File: config.mk
export PLATFORM = sky130hd
export DESIGN_NAME = fdd_rdat_gen_flat
export DESIGN_NICKNAME = d
export VERILOG_FILES = /design/src/rtl/fdd_rdat_gen_if.sv /design/src/rtl/fdd_rdat_gen.sv /design/src/flat_wrapper.sv
export SDC_FILE = /design/constraint.sdc
export NUM_CORES = 1
export LEC_CHECK = 0
export ABC_AREA = 1
export ABC_CLOCK_PERIOD_IN_PS = 6100
export CAP_MARGIN = 20
export CORE_MARGIN = 4
export CORE_UTILIZATION = 34
export CTS_BUF_LIST = sky130_fd_sc_hd__clkbuf_8
export DETAILED_ROUTE_END_ITERATION = 7
export PLACE_DENSITY = 0.57
export SETUP_SLACK_MARGIN = 0.2
export SLEW_MARGIN = 20
export SYNTH_ARGS = -nofsm -noshare
export SYNTH_HDL_FRONTEND = slang
export SYNTH_SLANG_ARGS = --single-unit
export TNS_END_PERCENT = 100
File: constraint.sdc
create_clock -name fclk -period 6.1 [get_ports fclk]
set_clock_uncertainty 0.2 [all_clocks]
set_input_delay 1.22 -clock fclk [delete_from_list [all_inputs] [get_ports fclk]]
set_output_delay 1.22 -clock fclk [all_outputs]
set_load 0.005 [all_outputs]
File: src/rtl/fdd_rdat_gen_if.sv
// rtl/fdd_rdat_gen_if.sv - raw track byte stream between the image buffer and fdd_rdat_gen
interface fdd_rdat_gen_if;
   logic [7:0] byte_data;
   logic       byte_valid;
   logic       byte_ready;

   modport master (output byte_data, output byte_valid, input byte_ready);
   modport slave  (input byte_data, input byte_valid, output byte_ready);
endinterface

File: src/rtl/fdd_rdat_gen.sv
// rtl/fdd_rdat_gen.sv - emulated drive read data: serialises a raw MFM track into rdat_n/index_n
module fdd_rdat_gen #(
   parameter int CELL_CLKS   = 56,
   parameter int PULSE_CLKS  = 4,
   parameter int INDEX_BYTES = 250
) (
   input  logic          fclk,
   input  logic          rst_n,
   input  logic          enable,
   input  logic [13:0]   track_len,
   fdd_rdat_gen_if.slave src,
   input  logic          underrun_clr,
   output logic          rdat_n,
   output logic          index_n,
   output logic          underrun,
   output logic [13:0]   byte_pos
);
   localparam logic [7:0]  CELL_LAST = 8'(CELL_CLKS - 1);
   localparam logic [7:0]  PULSE_LEN = 8'(PULSE_CLKS);
   localparam logic [13:0] INDEX_LEN = 14'(INDEX_BYTES);

   typedef enum logic {IDLE, RUN} state_t;

   state_t      state, state_nx;
   logic [13:0] len_q;
   logic [2:0]  bit_idx;
   logic [7:0]  cell_cnt;
   logic [7:0]  shreg;
   logic        cell_end;
   logic        start;
   logic        load_pt;
   logic        do_load;
   logic [7:0]  load_byte;

   assign cell_end  = (cell_cnt == CELL_LAST);
   assign load_byte = src.byte_valid ? src.byte_data : 8'h00;

   always_ff @(posedge fclk or negedge rst_n) begin
      if (!rst_n) state <= IDLE;
      else        state <= state_nx;
   end

   always_comb begin
      state_nx = state;
      case (state)
         IDLE:    if (enable && (track_len != '0)) state_nx = RUN;
         RUN:     if (!enable) state_nx = IDLE;
         default: state_nx = IDLE;
      endcase
   end

   // byte_ready is a combinational pop strobe; gating with rst_n keeps it low during reset
   always_comb begin
      start   = 1'b0;
      load_pt = 1'b0;
      case (state)
         IDLE:    start   = enable && (track_len != '0);
         RUN:     load_pt = enable && cell_end && (bit_idx == 3'd7);
         default: ;
      endcase
      do_load        = rst_n && (start || load_pt);
      src.byte_ready = do_load && src.byte_valid;
   end

   always_ff @(posedge fclk or negedge rst_n) begin
      if (!rst_n) begin
         len_q    <= '0;
         byte_pos <= '0;
         bit_idx  <= '0;
         cell_cnt <= '0;
         shreg    <= '0;
      end else if ((state == RUN) && !enable) begin
         byte_pos <= '0;
         bit_idx  <= '0;
         cell_cnt <= '0;
         shreg    <= '0;
      end else if (start) begin
         len_q    <= track_len;
         byte_pos <= '0;
         bit_idx  <= '0;
         cell_cnt <= '0;
         shreg    <= load_byte;
      end else if (state == RUN) begin
         if (cell_end) begin
            cell_cnt <= '0;
            bit_idx  <= bit_idx + 3'd1;
            if (bit_idx == 3'd7) begin
               byte_pos <= (byte_pos == len_q - 14'd1) ? 14'd0 : byte_pos + 14'd1;
               shreg    <= load_byte;
            end else begin
               shreg <= {shreg[6:0], 1'b0};
            end
         end else begin
            cell_cnt <= cell_cnt + 8'd1;
         end
      end
   end

   // a new underrun outranks a simultaneous clear so no lost byte goes unreported
   always_ff @(posedge fclk or negedge rst_n) begin
      if (!rst_n)                             underrun <= 1'b0;
      else if (do_load && !src.byte_valid)    underrun <= 1'b1;
      else if (underrun_clr)                  underrun <= 1'b0;
   end

   always_ff @(posedge fclk or negedge rst_n) begin
      if (!rst_n) begin
         rdat_n  <= 1'b1;
         index_n <= 1'b1;
      end else begin
         rdat_n  <= !((state == RUN) && shreg[7] && (cell_cnt < PULSE_LEN));
         index_n <= !((state == RUN) && (byte_pos < INDEX_LEN));
      end
   end
endmodule

File: src/flat_wrapper.sv
// flat-port wrapper written by rule: the top's interface ports become plain ports
module fdd_rdat_gen_flat 
#(
   parameter int CELL_CLKS   = 56,
   parameter int PULSE_CLKS  = 4,
   parameter int INDEX_BYTES = 250
)
  (fclk, rst_n, enable, track_len, underrun_clr, rdat_n, index_n, underrun, byte_pos, src_byte_data, src_byte_valid, src_byte_ready);
  fdd_rdat_gen_if src_i ();
  input  logic fclk;
  input  logic rst_n;
  input  logic enable;
  input  logic [13:0] track_len;
  input  logic underrun_clr;
  output logic rdat_n;
  output logic index_n;
  output logic underrun;
  output logic [13:0] byte_pos;
  input wire logic [$bits(src_i.byte_data)-1:0] src_byte_data;
  input wire logic [$bits(src_i.byte_valid)-1:0] src_byte_valid;
  output wire logic [$bits(src_i.byte_ready)-1:0] src_byte_ready;
  assign src_i.byte_data = src_byte_data;
  assign src_i.byte_valid = src_byte_valid;
  assign src_byte_ready = src_i.byte_ready;
  fdd_rdat_gen #(.CELL_CLKS(CELL_CLKS), .PULSE_CLKS(PULSE_CLKS), .INDEX_BYTES(INDEX_BYTES)) u_core (.fclk(fclk), .rst_n(rst_n), .enable(enable), .track_len(track_len), .src(src_i), .underrun_clr(underrun_clr), .rdat_n(rdat_n), .index_n(index_n), .underrun(underrun), .byte_pos(byte_pos));
endmodule
==> results.md <==
* Run status: finished, final reports clean
* Share of cells above drive strength 1 at 0.08775
* Die H at 109.3 um
* Met2 routed WL at 3872 um
* Final WL at 8241 um
* Crit end category: output pin
* Clock buffer count from CTS at 5
* Iteration-0 DRC count of the detailed router at 152
* Count of cell types in the netlist at 35
* Core ar. at 9910 um^2
* Maximum VDD drop at 0.1164 mV
* CTS tree: done
* Synth area leaders: dfrtp_1 35%, nand2_1 17%, inv_1 7.3%, nand3_1 6.6%, nor2_1 5.2%
* Die ar. at 11960 um^2
* Post-synthesis cell count at 509
* RSZ-0062 raised after global routing: false
* Site row count at 36
* CTS sink count at 51
* RePlAce Congestion at 0.8819
* Postcts setup bufs at 0
* Met1 WL at 3939 um
* Worst EP required at 4.68 ns
* H-Tree Level Count at 2
* Clock transition at path regs at 0.10 ns
* CP max stage cell: clkdlybuf4s50_1
* FF+latch count, synth at 51
* Mapped cell area at 3492 um^2
* Post-synth top cells: 160 x nand2_1, 68 x inv_1, 49 x dfrtp_1, 48 x nor2_1, 46 x nand3_1
* DRC at 0
* DIE WIDTH at 109.3 um
* Worst path arrival time at 3.26 ns
* Slew of the pin with the lowest slew margin at 0.8167 ns
* Largest net degree at the start of global routing at 52
* Per-cell routed wire length at 12.12 um
* Setup-failing EPs final at 0
* Root Buffer: clkbuf_8
* Resized Gates After CTS at 0
* IO Count at 45
* IO buf count at 44
* Total grt overflow at 0
* CTS Hold Buffers Added at 0
* Uppermost routed layer: met4
* Syn avg cell area at 6.861 um^2
* Number of global-route vias before repair at 3126
* CP max stage delay at 0.55 ns
* Total Routing Usage GR at 0.1473
* Sequential share of the synthesized area at 0.3662
* Clock Path Buffers at 2
* Fmax achieved at 213.9 MHz
* Final worst slack at 1.424 ns
* Iteration count of the initial detailed-routing pass at 4
* Dpl ws at 1.411 ns
* First-pass GRT wire length at 14390 um
* Hold Vio Cnt, Final at 0
* Vias/cell at 4.690
* Met3 Wirelength at 359 um
* Initial antenna violation count at 0
* Final ANT Viol Nets at 0
* Leak at 2.016 nW
* Slew Limit Fails at 0
* Number of synthesis warnings at 0
* Post-synth EDFFs at 0
* Most area-hungry cell type in the Yosys netlist: dfrtp_1
* Share of the synthesized area in the top cell type at 0.3511
* Starting Density at 0.3524
* Antenna Cells at 0
* Max_cap viols at 0
* Syn_nets at 541
* DR vias at 3189
* Shortest period the worst path allows at 4.676 ns
* Nets at 578
* Nature of the critical path startpoint: input port
* Crit share post-route at 0.7666
* Kind of critical path: in2out
* Hold Crit Class: reg2reg
* Setup TNS at 0 ns
* Area Growth Syn to Fin at 17.99%
* Post-synth top flop: dfrtp_1
* Clk_lat worst skew at 0.31 ns
* Ys async rst share at 1.000
* Most common cell in the synthesized netlist: nand2_1
* CP Cell Sequence: clkdlybuf4s50_1 > inv_1 > nor2_1 > nand2_2 > nand2_1 > nand3_1 > nor2_1 > clkdlybuf4s50_1
* Slew Limit Headroom at 0.4535
* DP HPWL at 6311 um
* Crit-path max FO at 15
* Pwr dens at 213.2 nW/um^2
[power by group]
part / switching [mW] / internal [mW] / total [mW]
registers: 0.0416 / 0.373 / 0.415
clock network: 0.120 / 0.0929 / 0.213
logic: 0.154 / 0.0972 / 0.251
[registers in the layout (all words and copies together), names as in the netlist]
signal,flops
u_core.byte_pos,14
u_core.len_q,14
u_core.cell_cnt,8
u_core.shreg,8
u_core.bit_idx,3
u_core.index_n,1
u_core.rdat_n,1
u_core.state,1
u_core.underrun,1
[cell type report]
class | count | area [um^2]
clock inverters | 2 | 16.27
repair buffers | 46 | 450.4
well taps | 133 | 166.4
clock buffers | 6 | 82.58
fillers | 1081 | 5789
inverters | 73 | 274.0
flip-flops and latches | 51 | 1279
multi-input cells | 369 | 1852
[final timing paths]
kind / startpoint / to / slack, ns / depth (start not counted)
worst max-delay path: enable / src_byte_ready / 1.42 / 8
worst min-delay path: u_core.shreg[7] / u_core.rdat_n / 0.27 / 1
worst max register to register: u_core.state / u_core.cell_cnt[0] / 3.56 / 7
worst min register to register: u_core.shreg[7] / u_core.rdat_n / 0.27 / 1
max in group asynchronous: rst_n / u_core.byte_pos[7] / 4.33 / 2
min in group asynchronous: rst_n / u_core.len_q[1] / 0.92 / 2
[layer usage]
metal	global-route usage	vias up
met5	0	-
met4	0.03028	0
met3	0.02231	8
met2	0.2537	46
met1	0.1963	1475
li1	-	1660
[critical path: cells and delay by family]
| family | cells | cell delay (ns) |
|---|---|---|
| buf+inv | 3 | 1.11 |
| simple gates | 5 | 0.91 |
[metrics by stage]
step	std cells	instance area [um^2]	utilization	hold WS [ns]	total power, mW
after floorplan	509	3492	-	0.2195	0.6006
after global placement	672	4021	0.4058	0.2663	0.6693
after detailed placement	672	4021	0.4058	0.2613	0.6749
after CTS	680	4120	0.4158	0.2882	0.8930
after global routing	680	4120	0.4158	0.3322	0.9487
final	680	4120	0.4158	0.2722	0.8785
[cell usage in the layout, fill, tap and decap left out, types with 6 or more instances in the layout]
| cell type | n |
|---|---|
| nand2_1 | 160 |
| inv_1 | 68 |
| dfrtp_1 | 49 |
| nor2_1 | 48 |
| nand3_1 | 46 |
| clkdlybuf4s50_1 | 43 |
| o21ai_0 | 25 |
| xor2_1 | 15 |
| nand4_1 | 11 |
| nor2_2 | 11 |
| xnor2_1 | 7 |
| nand2_2 | 6 |
| o211ai_1 | 6 |
| clkbuf_8 | 6 |
[logic make-up after synthesis]
kind of cell    Yosys count  synth area share
simple gates            301            0.3891
xor+xnor                 23           0.05984
flops                    51            0.3662
fa+ha+maj                 5           0.01791
buf+inv                  89            0.1035
compound gates           40           0.06342
(Power assumes the default switching activity.)
